===== config.mk =====
export PLATFORM = sky130hd
export DESIGN_NAME = io_bridge
export DESIGN_NICKNAME = d
export VERILOG_FILES = /design/src/rtl/io_bridge_pkg.sv /design/src/rtl/io_tx_fifo.sv /design/src/rtl/io_bridge.sv
export SDC_FILE = /design/constraint.sdc
export NUM_CORES = 1
export LEC_CHECK = 0
export CAP_MARGIN = 20
export CORE_MARGIN = 2
export CORE_UTILIZATION = 45
export DETAILED_ROUTE_END_ITERATION = 10
export GPL_ROUTABILITY_DRIVEN = 1
export GPL_TIMING_DRIVEN = 0
export PLACE_DENSITY = 0.66
export SKIP_CTS_REPAIR_TIMING = 1
export SLEW_MARGIN = 20
export SYNTH_ARGS = -nofsm -noshare
export SYNTH_HDL_FRONTEND = slang
export SYNTH_SLANG_ARGS = --single-unit

===== constraint.sdc =====
create_clock -name clk_in -period 4.6 [get_ports clk_in]
set_input_delay 0.92 -clock clk_in [delete_from_list [all_inputs] [get_ports clk_in]]
set_output_delay 0.92 -clock clk_in [all_outputs]
set_load 0.005 [all_outputs]

===== src/rtl/io_bridge_pkg.sv =====
// Shared address map, TX FIFO sizing and read-source encoding for io_bridge.
// The RX read path is built only when IO_BRIDGE_RX_EN is defined.
package io_bridge_pkg;

    localparam int unsigned ADDR_W   = 18;
    localparam int unsigned RAM_AW   = 17;
    localparam int unsigned DATA_W   = 8;
    localparam int unsigned CNT_W    = 32;

    localparam logic [1:0]        IO_SPACE  = 2'b11;
    localparam logic [ADDR_W-1:0] ADDR_UART = 18'h30000;
    localparam logic [ADDR_W-1:0] ADDR_CNT  = 18'h30004;

    localparam int unsigned TX_DEPTH   = 16;
    localparam int unsigned TX_FULL_TH = 14;
    localparam int unsigned TX_CNT_W   = $clog2(TX_DEPTH + 1);

    typedef enum logic [1:0] {
        SEL_RAM  = 2'd0,
        SEL_RX   = 2'd1,
        SEL_CNT  = 2'd2,
        SEL_ZERO = 2'd3
    } rd_sel_e;

    // Little-endian byte lane of a counter snapshot.
    function automatic logic [DATA_W-1:0] cnt_byte(input logic [CNT_W-1:0] w,
                                                   input logic [1:0]       idx);
        logic [DATA_W-1:0] b;
        case (idx)
            2'd0:    b = w[7:0];
            2'd1:    b = w[15:8];
            2'd2:    b = w[23:16];
            default: b = w[31:24];
        endcase
        return b;
    endfunction

endpackage


===== src/rtl/io_tx_fifo.sv =====
// Synchronous FIFO with occupancy count; pushes to a full FIFO are dropped
// unless a pop frees a slot in the same cycle.
module io_tx_fifo #(
    parameter int unsigned DEPTH = 16,
    parameter int unsigned WIDTH = 8
) (
    input  logic                         clk_in,
    input  logic                         rst_in,
    input  logic                         push_i,
    input  logic [WIDTH-1:0]             din_i,
    input  logic                         pop_i,
    output logic [WIDTH-1:0]             dout_o,
    output logic                         empty_o,
    output logic                         full_o,
    output logic [$clog2(DEPTH+1)-1:0]   count_o
);

    localparam int unsigned AW = (DEPTH > 1) ? $clog2(DEPTH) : 1;
    localparam int unsigned CW = $clog2(DEPTH + 1);

    logic [WIDTH-1:0] mem_q [DEPTH];
    logic [AW-1:0]    wptr_q, wptr_d;
    logic [AW-1:0]    rptr_q, rptr_d;
    logic [CW-1:0]    cnt_q, cnt_d;
    logic             push_c, pop_c;

    always_comb begin
        pop_c  = pop_i && (cnt_q != '0);
        push_c = push_i && ((cnt_q != CW'(DEPTH)) || pop_c);
        wptr_d = wptr_q;
        rptr_d = rptr_q;
        cnt_d  = cnt_q;
        if (push_c) begin
            wptr_d = (wptr_q == AW'(DEPTH - 1)) ? '0 : wptr_q + AW'(1);
        end
        if (pop_c) begin
            rptr_d = (rptr_q == AW'(DEPTH - 1)) ? '0 : rptr_q + AW'(1);
        end
        case ({push_c, pop_c})
            2'b10:   cnt_d = cnt_q + CW'(1);
            2'b01:   cnt_d = cnt_q - CW'(1);
            default: cnt_d = cnt_q;
        endcase
    end

    always_ff @(posedge clk_in) begin
        if (!rst_in) begin
            wptr_q <= '0;
            rptr_q <= '0;
            cnt_q  <= '0;
        end else begin
            wptr_q <= wptr_d;
            rptr_q <= rptr_d;
            cnt_q  <= cnt_d;
        end
    end

    // Storage needs no reset: pointers define what is valid.
    always_ff @(posedge clk_in) begin
        if (push_c) begin
            mem_q[wptr_q] <= din_i;
        end
    end

    assign dout_o  = mem_q[rptr_q];
    assign empty_o = (cnt_q == '0);
    assign full_o  = (cnt_q == CW'(DEPTH));
    assign count_o = cnt_q;

endmodule


===== src/rtl/io_bridge.sv =====
// CPU-to-RAM/UART bridge: address decode, 1-cycle read mux, cycle counter, TX FIFO.
// Define IO_BRIDGE_RX_EN to build the UART RX read path at 0x30000.
module io_bridge
    import io_bridge_pkg::*;
(
    input  logic        clk_in,
    input  logic        rst_in,
    input  logic        rdy_in,
    input  logic [31:0] cpu_a,
    input  logic [7:0]  cpu_dout,
    input  logic        cpu_wr,
    output logic [7:0]  cpu_din,
    output logic        io_buffer_full,
    output logic [16:0] ram_a,
    output logic [7:0]  ram_din,
    output logic        ram_wr,
    input  logic [7:0]  ram_dout,
    output logic [7:0]  tx_data,
    output logic        tx_valid,
    input  logic        tx_ready,
    input  logic [7:0]  rx_data,
    input  logic        rx_valid,
    output logic        rx_pop,
    output logic        program_stop
);

    rd_sel_e             sel_q, sel_d;
    logic [1:0]          byte_q, byte_d;
    logic [CNT_W-1:0]    cnt_q, cnt_d;
    logic [CNT_W-1:0]    snap_q, snap_d;
    logic [DATA_W-1:0]   rxb_q, rxb_d;
    logic                stop_q, stop_d;

    logic                io_sel, hit_uart, hit_cnt, hit_cnt_wr;
    logic                push_c, rx_pop_c;
    logic [DATA_W-1:0]   push_data_c, rd_data_c;
    logic                fifo_empty, fifo_full, tx_pop;
    logic [TX_CNT_W-1:0] tx_count;

    assign io_sel     = (cpu_a[17:16] == IO_SPACE);
    assign hit_uart   = (cpu_a[17:0] == ADDR_UART);
    assign hit_cnt    = (cpu_a[17:2] == ADDR_CNT[17:2]);
    assign hit_cnt_wr = (cpu_a[17:0] == ADDR_CNT);

    assign ram_a   = cpu_a[RAM_AW-1:0];
    assign ram_din = cpu_dout;
    assign ram_wr  = rst_in && rdy_in && cpu_wr && !io_sel;

    // Next-state: every state change waits for rdy_in.
    always_comb begin
        sel_d       = sel_q;
        byte_d      = byte_q;
        cnt_d       = cnt_q;
        snap_d      = snap_q;
        rxb_d       = rxb_q;
        stop_d      = stop_q;
        push_c      = 1'b0;
        push_data_c = cpu_dout;
        rx_pop_c    = 1'b0;
        if (rst_in && rdy_in) begin
            cnt_d = cnt_q + CNT_W'(1);
            if (!cpu_wr) begin
                byte_d = cpu_a[1:0];
                if (!io_sel) begin
                    sel_d = SEL_RAM;
                end else if (hit_uart) begin
`ifdef IO_BRIDGE_RX_EN
                    sel_d    = SEL_RX;
                    rx_pop_c = rx_valid;
                    rxb_d    = rx_valid ? rx_data : '0;
`else
                    sel_d    = SEL_ZERO;
`endif
                end else if (hit_cnt) begin
                    sel_d = SEL_CNT;
                    if (cpu_a[1:0] == 2'b00) begin
                        snap_d = cnt_q;
                    end
                end else begin
                    sel_d = SEL_ZERO;
                end
            end else begin
                sel_d = SEL_ZERO;
                if (io_sel && !stop_q) begin
                    if (hit_uart && (cpu_dout != '0)) begin
                        push_c = 1'b1;
                    end else if (hit_cnt_wr) begin
                        push_c      = 1'b1;
                        push_data_c = '0;
                        stop_d      = 1'b1;
                    end
                end
            end
        end
    end

    always_ff @(posedge clk_in) begin
        if (!rst_in) begin
            sel_q  <= SEL_RAM;
            byte_q <= '0;
            cnt_q  <= '0;
            snap_q <= '0;
            rxb_q  <= '0;
            stop_q <= 1'b0;
        end else begin
            sel_q  <= sel_d;
            byte_q <= byte_d;
            cnt_q  <= cnt_d;
            snap_q <= snap_d;
            rxb_q  <= rxb_d;
            stop_q <= stop_d;
        end
    end

    // Read data follows the source selected by last cycle's address.
    always_comb begin
        rd_data_c = '0;
        case (sel_q)
            SEL_RAM: rd_data_c = ram_dout;
            SEL_RX:  rd_data_c = rxb_q;
            SEL_CNT: rd_data_c = cnt_byte(snap_q, byte_q);
            default: rd_data_c = '0;
        endcase
    end

    assign cpu_din      = rst_in ? rd_data_c : '0;
    assign rx_pop       = rx_pop_c;
    assign program_stop = rst_in && stop_q;

    io_tx_fifo #(
        .DEPTH (TX_DEPTH),
        .WIDTH (DATA_W)
    ) u_tx_fifo (
        .clk_in  (clk_in),
        .rst_in  (rst_in),
        .push_i  (push_c),
        .din_i   (push_data_c),
        .pop_i   (tx_pop),
        .dout_o  (tx_data),
        .empty_o (fifo_empty),
        .full_o  (fifo_full),
        .count_o (tx_count)
    );

    assign tx_valid       = rst_in && !fifo_empty;
    assign tx_pop         = tx_valid && tx_ready;
    assign io_buffer_full = rst_in && (tx_count >= TX_CNT_W'(TX_FULL_TH));

    logic unused_c;
`ifdef IO_BRIDGE_RX_EN
    assign unused_c = &{1'b0, cpu_a[31:18], fifo_full};
`else
    assign unused_c = &{1'b0, cpu_a[31:18], fifo_full, rx_data, rx_valid};
`endif

endmodule


==> reports/metrics.yaml, run 1 <==
drt:
  ant_nets: 0
  drtIter0Drc: 386
  drt_wl_total_um: 20700
  vias_per_cell: 5.38
  drtPass1Iterations: 5
  drc: 0
  routedWlPerCell_um: 18.7
  vias: 5957
critical_path:
  cp.arrival_ps: 3420
  crit_slowest_cell: "buf_1"
  required_ps: 3680
  path_delay_family: "buffers and inverters"
  path_buf_inv: 3
  critPathMostFrequentCell: "mux4_2"
  critical_path.cell_chain: "clkbuf_1 > buf_1 > mux4_2 > mux4_2 > clkdlybuf4s50_1"
  critical_path.max_fanout: 10
  critPathMaxStageDelay_ps: 680
  critical_path_class: "reg2out"
  start_kind: "flop"
  critPathCaptureType: "output pin"
synthesis:
  ys_ff_latch: 214
  ys_warn_count: 0
  yosysSeqAreaShare_pct: 60.2
  synth_top_cell_by_area: "edfxtp_1"
  synth_cell_type_count: 50
  ys_async_sr_fraction_pct: 0
  synth_nets: 786
  synth_area_leaders: "edfxtp_1 (42%), dfxtp_1 (19%), mux4_2 (12%)"
  syn_area_um2: 9250
  syn_area_per_cell_um2: 13.0
  synth_ff_type: "edfxtp_1"
  syn_inst: 714
  synth-edff-count: 128
  synth_top_cell_area_share_pct: 41.5
final_layout:
  seq_area_um2: 5570
  fin_area_um2: 11100
  drive_gt1_share_pct: 14.2
  multi_input_area_um2: 3300
  postLayoutCoreUtil_pct: 54.9
  diodes: 0
  nFillCells: 1661
  final-instance-count-excl-fill: 1108
  fin_nets: 893
  area_growth_pct: 20.0
  final_common_cell: "edfxtp_1"
  final_cell_mix: "edfxtp_1 (128), nand2_1 (95), dfxtp_1 (86)"
sta:
  fin_crit_ps: 4340
  setup_ws_ps: 261
  rsz0062_at_grt: "no"
  finClkSkew_ps: 7.48
  whs_ps: 449
  post-route-period-util_pct: 94.3
  clock.fmax_mhz: 230
  tightest_slew_ps: 1000
  drv_slew: 0
  hold_violations: 0
  setup_viol: 0
  relSlewSlack_pct: 32.6
  tns_ps: 0
global_routing:
  grt_pass1_wl_um: 32900
  grt_max_degree: 17
  grt_pass1_vias: 6153
  grt_antenna_before_repair: 0
  track_usage_pct: 19.3
  grt_overflow: 0
placed_design:
  port_buffers: 82
  gp_congestion: 0.902
  dpl_cell_area_um2: 10400
  dp_cells: 1066
  dp_hpwl_um: 14800
  place_ws_ps: 37.2
clock_network:
  htreeDepth: 1
  cts_buffers: 23
  clkSlewWorstSetupHoldPaths_ps: 60
  cts_root_buf: "clkbuf_16"
  clockBufferDepth: 3
  clkLatencyLatePin_ps: 510
  cts_sinks: 214
  cts_tree: "yes"
die:
  die_area_um2: 21700
  core_um2: 20200
  dieHeight_um: 147
  io_pins: 108
  die_x_um: 147
  rows: 52
  initial_core_util_pct: 45.7
hold_path:
  hp-class: "reg2reg"
run:
  maxCapViolations: 0
run_status:
  status: "completed"
pwr:
  p_leak_nw: 3.62
  power_density_nw_per_um2: 370
  power_mw: 4.11
  max-vdd-ir-drop_uv: 215
## worst min-delay path, delay by kind of cell, from the launching register on
family / cells / cell delay (ps)
compound gates: 1 / 50
flops: 1 / 310
simple gates: 1 / 50
## sequential cells by signal, summed over array words and instances (netlist names), named ones only
register / flops
u_tx_fifo.wptr_q: 4
cnt_q: 32
u_tx_fifo.rptr_q: 4
snap_q: 32
u_tx_fifo.count_o: 5
sel_q: 2
u_tx_fifo.mem_q: 128
stop_q: 1
byte_q: 2
## logic make-up after synthesis
family	count (synthesis)	synth area share [%]
multiplexers	71	14.2
AND/OR/NAND/NOR	249	13.7
XOR/XNOR	22	2.08
AO/OA/AOI/OAI	72	4.21
adder cells (fa/ha/maj)	10	1.43
flip-flops	214	60.2
other	1	0.0405
buffers and inverters	75	4.22
## power breakdown
part           leakage [nW]  switching [mW]  internal [mW]  total, mW
combinational          1.44           0.160          0.184      0.344
clock                 0.336           0.728          0.984       1.71
sequential             1.84          0.0145           2.04       2.06
total                  3.62           0.903           3.21       4.11
## synth_stat cells (all sizes together), types with 11 or more instances
cell    instances
buf            35
nor2           43
o21ai          11
mux4           48
nand3          15
or3            12
a21oi          52
clkbuf         26
nand2          96
and2           20
dfxtp          86
mux2i          23
xnor2          14
nor4           13
inv            14
edfxtp        128
## area by class of cell
class                           instances  share of cell area [%]
Tap cell                              270                    3.04
Buffer                                 61                    3.04
Clock inverter                         12                   0.845
Multi-Input combinational cell        425                    29.7
Timing Repair Buffer                   82                    7.39
Clock buffer                           30                    5.42
Inverter                               14                   0.473
Sequential cell                       214                    50.1
## final timing paths
check | from | slack, ps | cells past startpoint | to
worst max-delay path | flop | 260 | 5 | tx_data[0]
worst max register to register | u_tx_fifo.count_o[0] | 1380 | 8 | u_tx_fifo.count_o[4]
worst min register to register | snap_q[19] | 450 | 2 | snap_q[19]
worst min-delay path | snap_q[19] | 450 | 2 | snap_q[19]
## per-layer routing
layer  up-vias  global-route usage (%)  wire, um
met5         -                       0         0
met4         0                    6.25       592
met3        40                    2.65       723
met2       128                    34.6     10700
met1      2964                    24.4      8700
li1       2825                       -         -
Note: power is estimated with default switching activity, not from simulation.
==> run 2, diff against run 1 <==
--- a/config.mk
+++ b/config.mk
@@ -6,14 +6,15 @@
 export NUM_CORES = 1
 export LEC_CHECK = 0
 export CAP_MARGIN = 20
+export CORE_ASPECT_RATIO = 0.5
 export CORE_MARGIN = 2
 export CORE_UTILIZATION = 45
 export DETAILED_ROUTE_END_ITERATION = 10
 export GPL_ROUTABILITY_DRIVEN = 1
-export GPL_TIMING_DRIVEN = 0
 export PLACE_DENSITY = 0.66
 export SKIP_CTS_REPAIR_TIMING = 1
 export SLEW_MARGIN = 20
 export SYNTH_ARGS = -nofsm -noshare
 export SYNTH_HDL_FRONTEND = slang
+export SYNTH_HIERARCHICAL = 1
 export SYNTH_SLANG_ARGS = --single-unit
==> run 2 against run 1 <==
  * Global-route usage is 1.6 points lower
  * Clock skew is 0.74 ps higher
  * Fmax is 16% higher
  * Final cell count is 1.9% lower
  * Critical path type unchanged
  * Largest cell class unchanged
==> reports/metrics.yaml, run 2 <==
critical_path:
  critPathCaptureType: "output pin"
  required_ps: 3680
  critical_path.max_fanout: 18
  critPathMaxStageDelay_ps: 910
  start_kind: "flop"
  path_delay_family: "flip-flops"
  cp.arrival_ps: 2820
  critical_path_class: "reg2out"
  critical_path.cell_chain: "buf_4 > mux4_2 > a22oi_1 > nand2_1 > clkdlybuf4s50_1"
  crit_slowest_cell: "dfxtp_1"
  path_buf_inv: 2
clock_network:
  cts_tree: "yes"
  cts_buffers: 21
  cts_sinks: 214
  htreeDepth: 1
  cts_root_buf: "clkbuf_16"
  clockBufferDepth: 3
  clkSlewWorstSetupHoldPaths_ps: 60
  clkLatencyLatePin_ps: 500
die:
  io_pins: 108
  initial_core_util_pct: 46.3
  rows: 37
  die_x_um: 211
  core_um2: 20700
  die_area_um2: 22600
  dieHeight_um: 107
drt:
  drtPass1Iterations: 4
  drc: 0
  routedWlPerCell_um: 17.8
  ant_nets: 0
  drtIter0Drc: 315
  vias_per_cell: 5.45
  drt_wl_total_um: 19400
  vias: 5927
hold_path:
  hp-class: "reg2reg"
synthesis:
  ys_warn_count: 6
  synth_nets: 812
  syn_area_um2: 9600
  syn_inst: 740
  syn_area_per_cell_um2: 13.0
final_layout:
  nFillCells: 1777
  diodes: 0
  final_cell_mix: "edfxtp_1 (128), nand2_1 (97), dfxtp_1 (85)"
  top_register: "u_tx_fifo/mem_q"
  reg_top3: "u_tx_fifo/mem_q (128), cnt_q (32), snap_q (32)"
  fin_nets: 871
  final_common_cell: "edfxtp_1"
  multi_input_area_um2: 3600
  seq_area_um2: 5570
  largest_register_ff_count: 128
  area_growth_pct: 16.4
  drive_gt1_share_pct: 14.3
  fin_area_um2: 11200
global_routing:
  track_usage_pct: 17.7
  grt_overflow: 0
  grt_antenna_before_repair: 0
  grt_max_degree: 57
  grt_pass1_vias: 6077
  grt_pass1_wl_um: 31500
pwr:
  max-vdd-ir-drop_uv: 212
  p_leak_nw: 3.65
  power_density_nw_per_um2: 338
sta:
  relSlewSlack_pct: 30.8
  hold_violations: 0
  whs_ps: 456
  setup_ws_ps: 856
  fin_crit_ps: 3740
  rsz0062_at_grt: "no"
  drv_slew: 0
  finClkSkew_ps: 8.22
  post-route-period-util_pct: 81.4
  tns_ps: 0
  tightest_slew_ps: 1040
  clock.fmax_mhz: 267
  setup_viol: 0
placed_design:
  dpl_cell_area_um2: 10500
  gp_congestion: 0.774
  dp_hpwl_um: 13300
  port_buffers: 83
  place_ws_ps: 393
run_status:
  status: "completed"
run:
  maxCapViolations: 0
[run 2: area by class of cell]
type / instances / share of cell area [%]
flip-flops and latches: 214 / 49.8
multi-input cells: 450 / 32.3
clock inverters: 12 / 0.560
inverters: 10 / 0.336
clock buffers: 26 / 5.15
repair buffers: 102 / 8.80
well taps: 273 / 3.06
[run 2: power breakdown]
| group | switching, mW | total, mW | internal [mW] |
|---|---|---|---|
| Clock | 0.706 | 1.60 | 0.890 |
| Combinational | 0.0674 | 0.142 | 0.0750 |
| Sequential | 0.00950 | 2.04 | 2.03 |
[run 2: final timing paths]
check / to / startpoint / slack [ps] / cells past startpoint
setup / recovery: tx_data[5] / flop / 860 / 5
hold / removal: snap_q[30] / snap_q[30] / 460 / 2
setup reg to reg: u_tx_fifo/count_o[4] / u_tx_fifo/count_o[0] / 930 / 11
hold reg to reg: snap_q[30] / snap_q[30] / 460 / 2
[run 2: through the flow]
step | cells | power, mW | util (%)
after floorplan | 740 | 2.15 | -
after global placement | 1049 | 2.22 | 50.8
after detailed placement | 1049 | 2.23 | 50.8
after CTS | 1087 | 3.82 | 53.8
after global routing | 1087 | 3.91 | 53.9
final | 1087 | 3.78 | 53.9
[run 2: layer usage]
metal / GRT usage (%) / wire length, um
met2: 30.7 / 9460
met4: 4.07 / 352
met3: 3.09 / 740
met1: 23.4 / 8840
met5: 0 / 0
[run 2: worst register-to-register path: stages (launching register included)]
cell	delay, ps
dfxtp_1	460
or4_1	400
nor2_1	70
nor2_1	140
and2_1	340
inv_1	110
a211oi_1	840
ha_1	430
a21o_1	170
a21oi_1	300
mux2i_1	230
nand3b_1	80
==> run 3, diff against run 2 <==
==> constraint.sdc (replaced) <==
create_clock -name clk_in -period 3.6 [get_ports clk_in]
set_input_delay 0.72 -clock clk_in [delete_from_list [all_inputs] [get_ports clk_in]]
set_output_delay 0.72 -clock clk_in [all_outputs]
set_load 0.005 [all_outputs]
==> run 3 against run 2 <==
  * Worst setup slack got worse by 700 ps
  * Largest cell class unchanged
  * Design area increased by 2.1%
  * Clock power increased by 21%
  * Critical path type unchanged
==> reports/metrics.yaml, run 3 (synthesized netlist as in run 2, its figures left out) <==
run_status:
  status: "completed"
drt:
  vias: 6038
  ant_nets: 0
  met1Wirelength_um: 9200
  route.met2.wl_um: 9630
  wl_met3_um: 672
  routedWlPerCell_um: 17.9
  drtPass1Iterations: 4
  vias_per_cell: 5.46
  drt_wl_total_um: 19700
  drtIter0Drc: 340
  drc: 0
  top_layer: "met4"
sta:
  setup_ws_ps: 157
  rsz0062_at_grt: "no"
  drv_slew: 0
  tns_ps: 0
  hold_violations: 0
  relSlewSlack_pct: 32.8
  post-route-period-util_pct: 95.6
  finClkSkew_ps: 16.4
  tightest_slew_ps: 1010
  whs_ps: 457
  clock.fmax_mhz: 290
  setup_viol: 0
  fin_crit_ps: 3440
die:
  initial_core_util_pct: 46.3
  core_um2: 20700
  rows: 37
  die_x_um: 211
  die_area_um2: 22600
  dieHeight_um: 107
  io_pins: 108
hold_path:
  hp-class: "reg2reg"
  whs_path_depth: 2
  hold_start: "snap_q[19]"
  min_to: "snap_q[19]"
placed_design:
  place_ws_ps: -123
  gp_congestion: 0.790
  dp_cells: 1073
  dp_hpwl_um: 13300
  dpl_cell_area_um2: 10800
  port_buffers: 83
pwr:
  p_leak_nw: 3.75
  power_density_nw_per_um2: 414
  max-vdd-ir-drop_uv: 246
  power_mw: 4.73
global_routing:
  grt_max_degree: 96
  grt_pass1_wl_um: 32300
  grt_pass1_vias: 6077
  grt_antenna_before_repair: 0
  grt_overflow: 0
  track_usage_pct: 18.2
critical_path:
  rr_worst_depth: 11
  crit_slowest_cell: "mux4_2"
  critPathMaxStageDelay_ps: 530
  cp.arrival_ps: 2720
  critical_path.cell_chain: "buf_12 > mux4_2 > a22oi_1 > nand2_1 > clkdlybuf4s50_1"
  critPathCaptureType: "output pin"
  reg2reg_slack_ps: 480
  start_kind: "flop"
  critical_path_class: "reg2out"
  required_ps: 2880
  critical_path.max_fanout: 25
  reg2reg_to: "u_tx_fifo/count_o[4]"
  rr_startpoint: "u_tx_fifo/count_o[0]"
clock_network:
  clockBufferDepth: 3
  cts_buffers: 20
  clkLatencyLatePin_ps: 500
  htreeDepth: 1
  cts_root_buf: "clkbuf_16"
  cts_tree: "yes"
  clkSlewWorstSetupHoldPaths_ps: 60
  cts_sinks: 214
final_layout:
  fin_nets: 894
  nFillCells: 1711
  seq_area_um2: 5570
  postLayoutCoreUtil_pct: 55.0
  multi_input_area_um2: 3600
  final_cell_mix: "edfxtp_1 (128), nand2_1 (97), dfxtp_1 (85)"
  final-instance-count-excl-fill: 1106
  largest_register_ff_count: 128
  final_common_cell: "edfxtp_1"
  reg_top3: "u_tx_fifo/mem_q (128), cnt_q (32), snap_q (32)"
  top_register: "u_tx_fifo/mem_q"
  drive_gt1_share_pct: 15.5
  diodes: 0
  fin_area_um2: 11400
  area_growth_pct: 18.9
run:
  maxCapViolations: 0
-- run 3: how the worst max path moves through the flow --
stage | from | to | slack (ps) | cells past startpoint
3_5_place_dp | cpu_dout[3] | u_tx_fifo/count_o[4] | -120 | 12
5_1_grt | flop | tx_data[0] | 20 | 5
3_3_place_gp | cpu_dout[3] | u_tx_fifo/count_o[4] | -50 | 12
4_1_cts | flop | tx_data[0] | 110 | 5
2_1_floorplan | cpu_a[0] | u_tx_fifo/count_o[4] | 120 | 10
6_report | flop | tx_data[0] | 160 | 5
-- run 3: final cells by class --
cell class / count / share of cell area [%]
Clock buffer: 25 / 4.73
Multi-Input combinational cell: 450 / 31.5
Inverter: 10 / 0.329
Tap cell: 273 / 2.99
Sequential cell: 214 / 48.8
Timing Repair Buffer: 126 / 11.2
Clock inverter: 8 / 0.439
-- run 3: critical path, delay by kind of cell, from the launching register on --
family / cells / cell delay (ps)
buffers and inverters: 2 / 730
and+or+nand+nor: 1 / 100
muxes: 1 / 530
DFF: 1 / 520
AOI/OAI and AO/OA: 1 / 300
-- run 3: routing by layer --
metal | vias to the layer above | GRT usage, %
li1 | 2930 | -
met1 | 3000 | 24.6
met2 | 90 | 31.5
met3 | 18 | 3.00
met4 | 0 | 3.12
met5 | - | 0
-- run 3: report_power, final --
group	total [mW]	internal [mW]	switching, mW
logic	0.187	0.101	0.0863
registers	2.61	2.59	0.0116
clock network	1.94	1.06	0.875
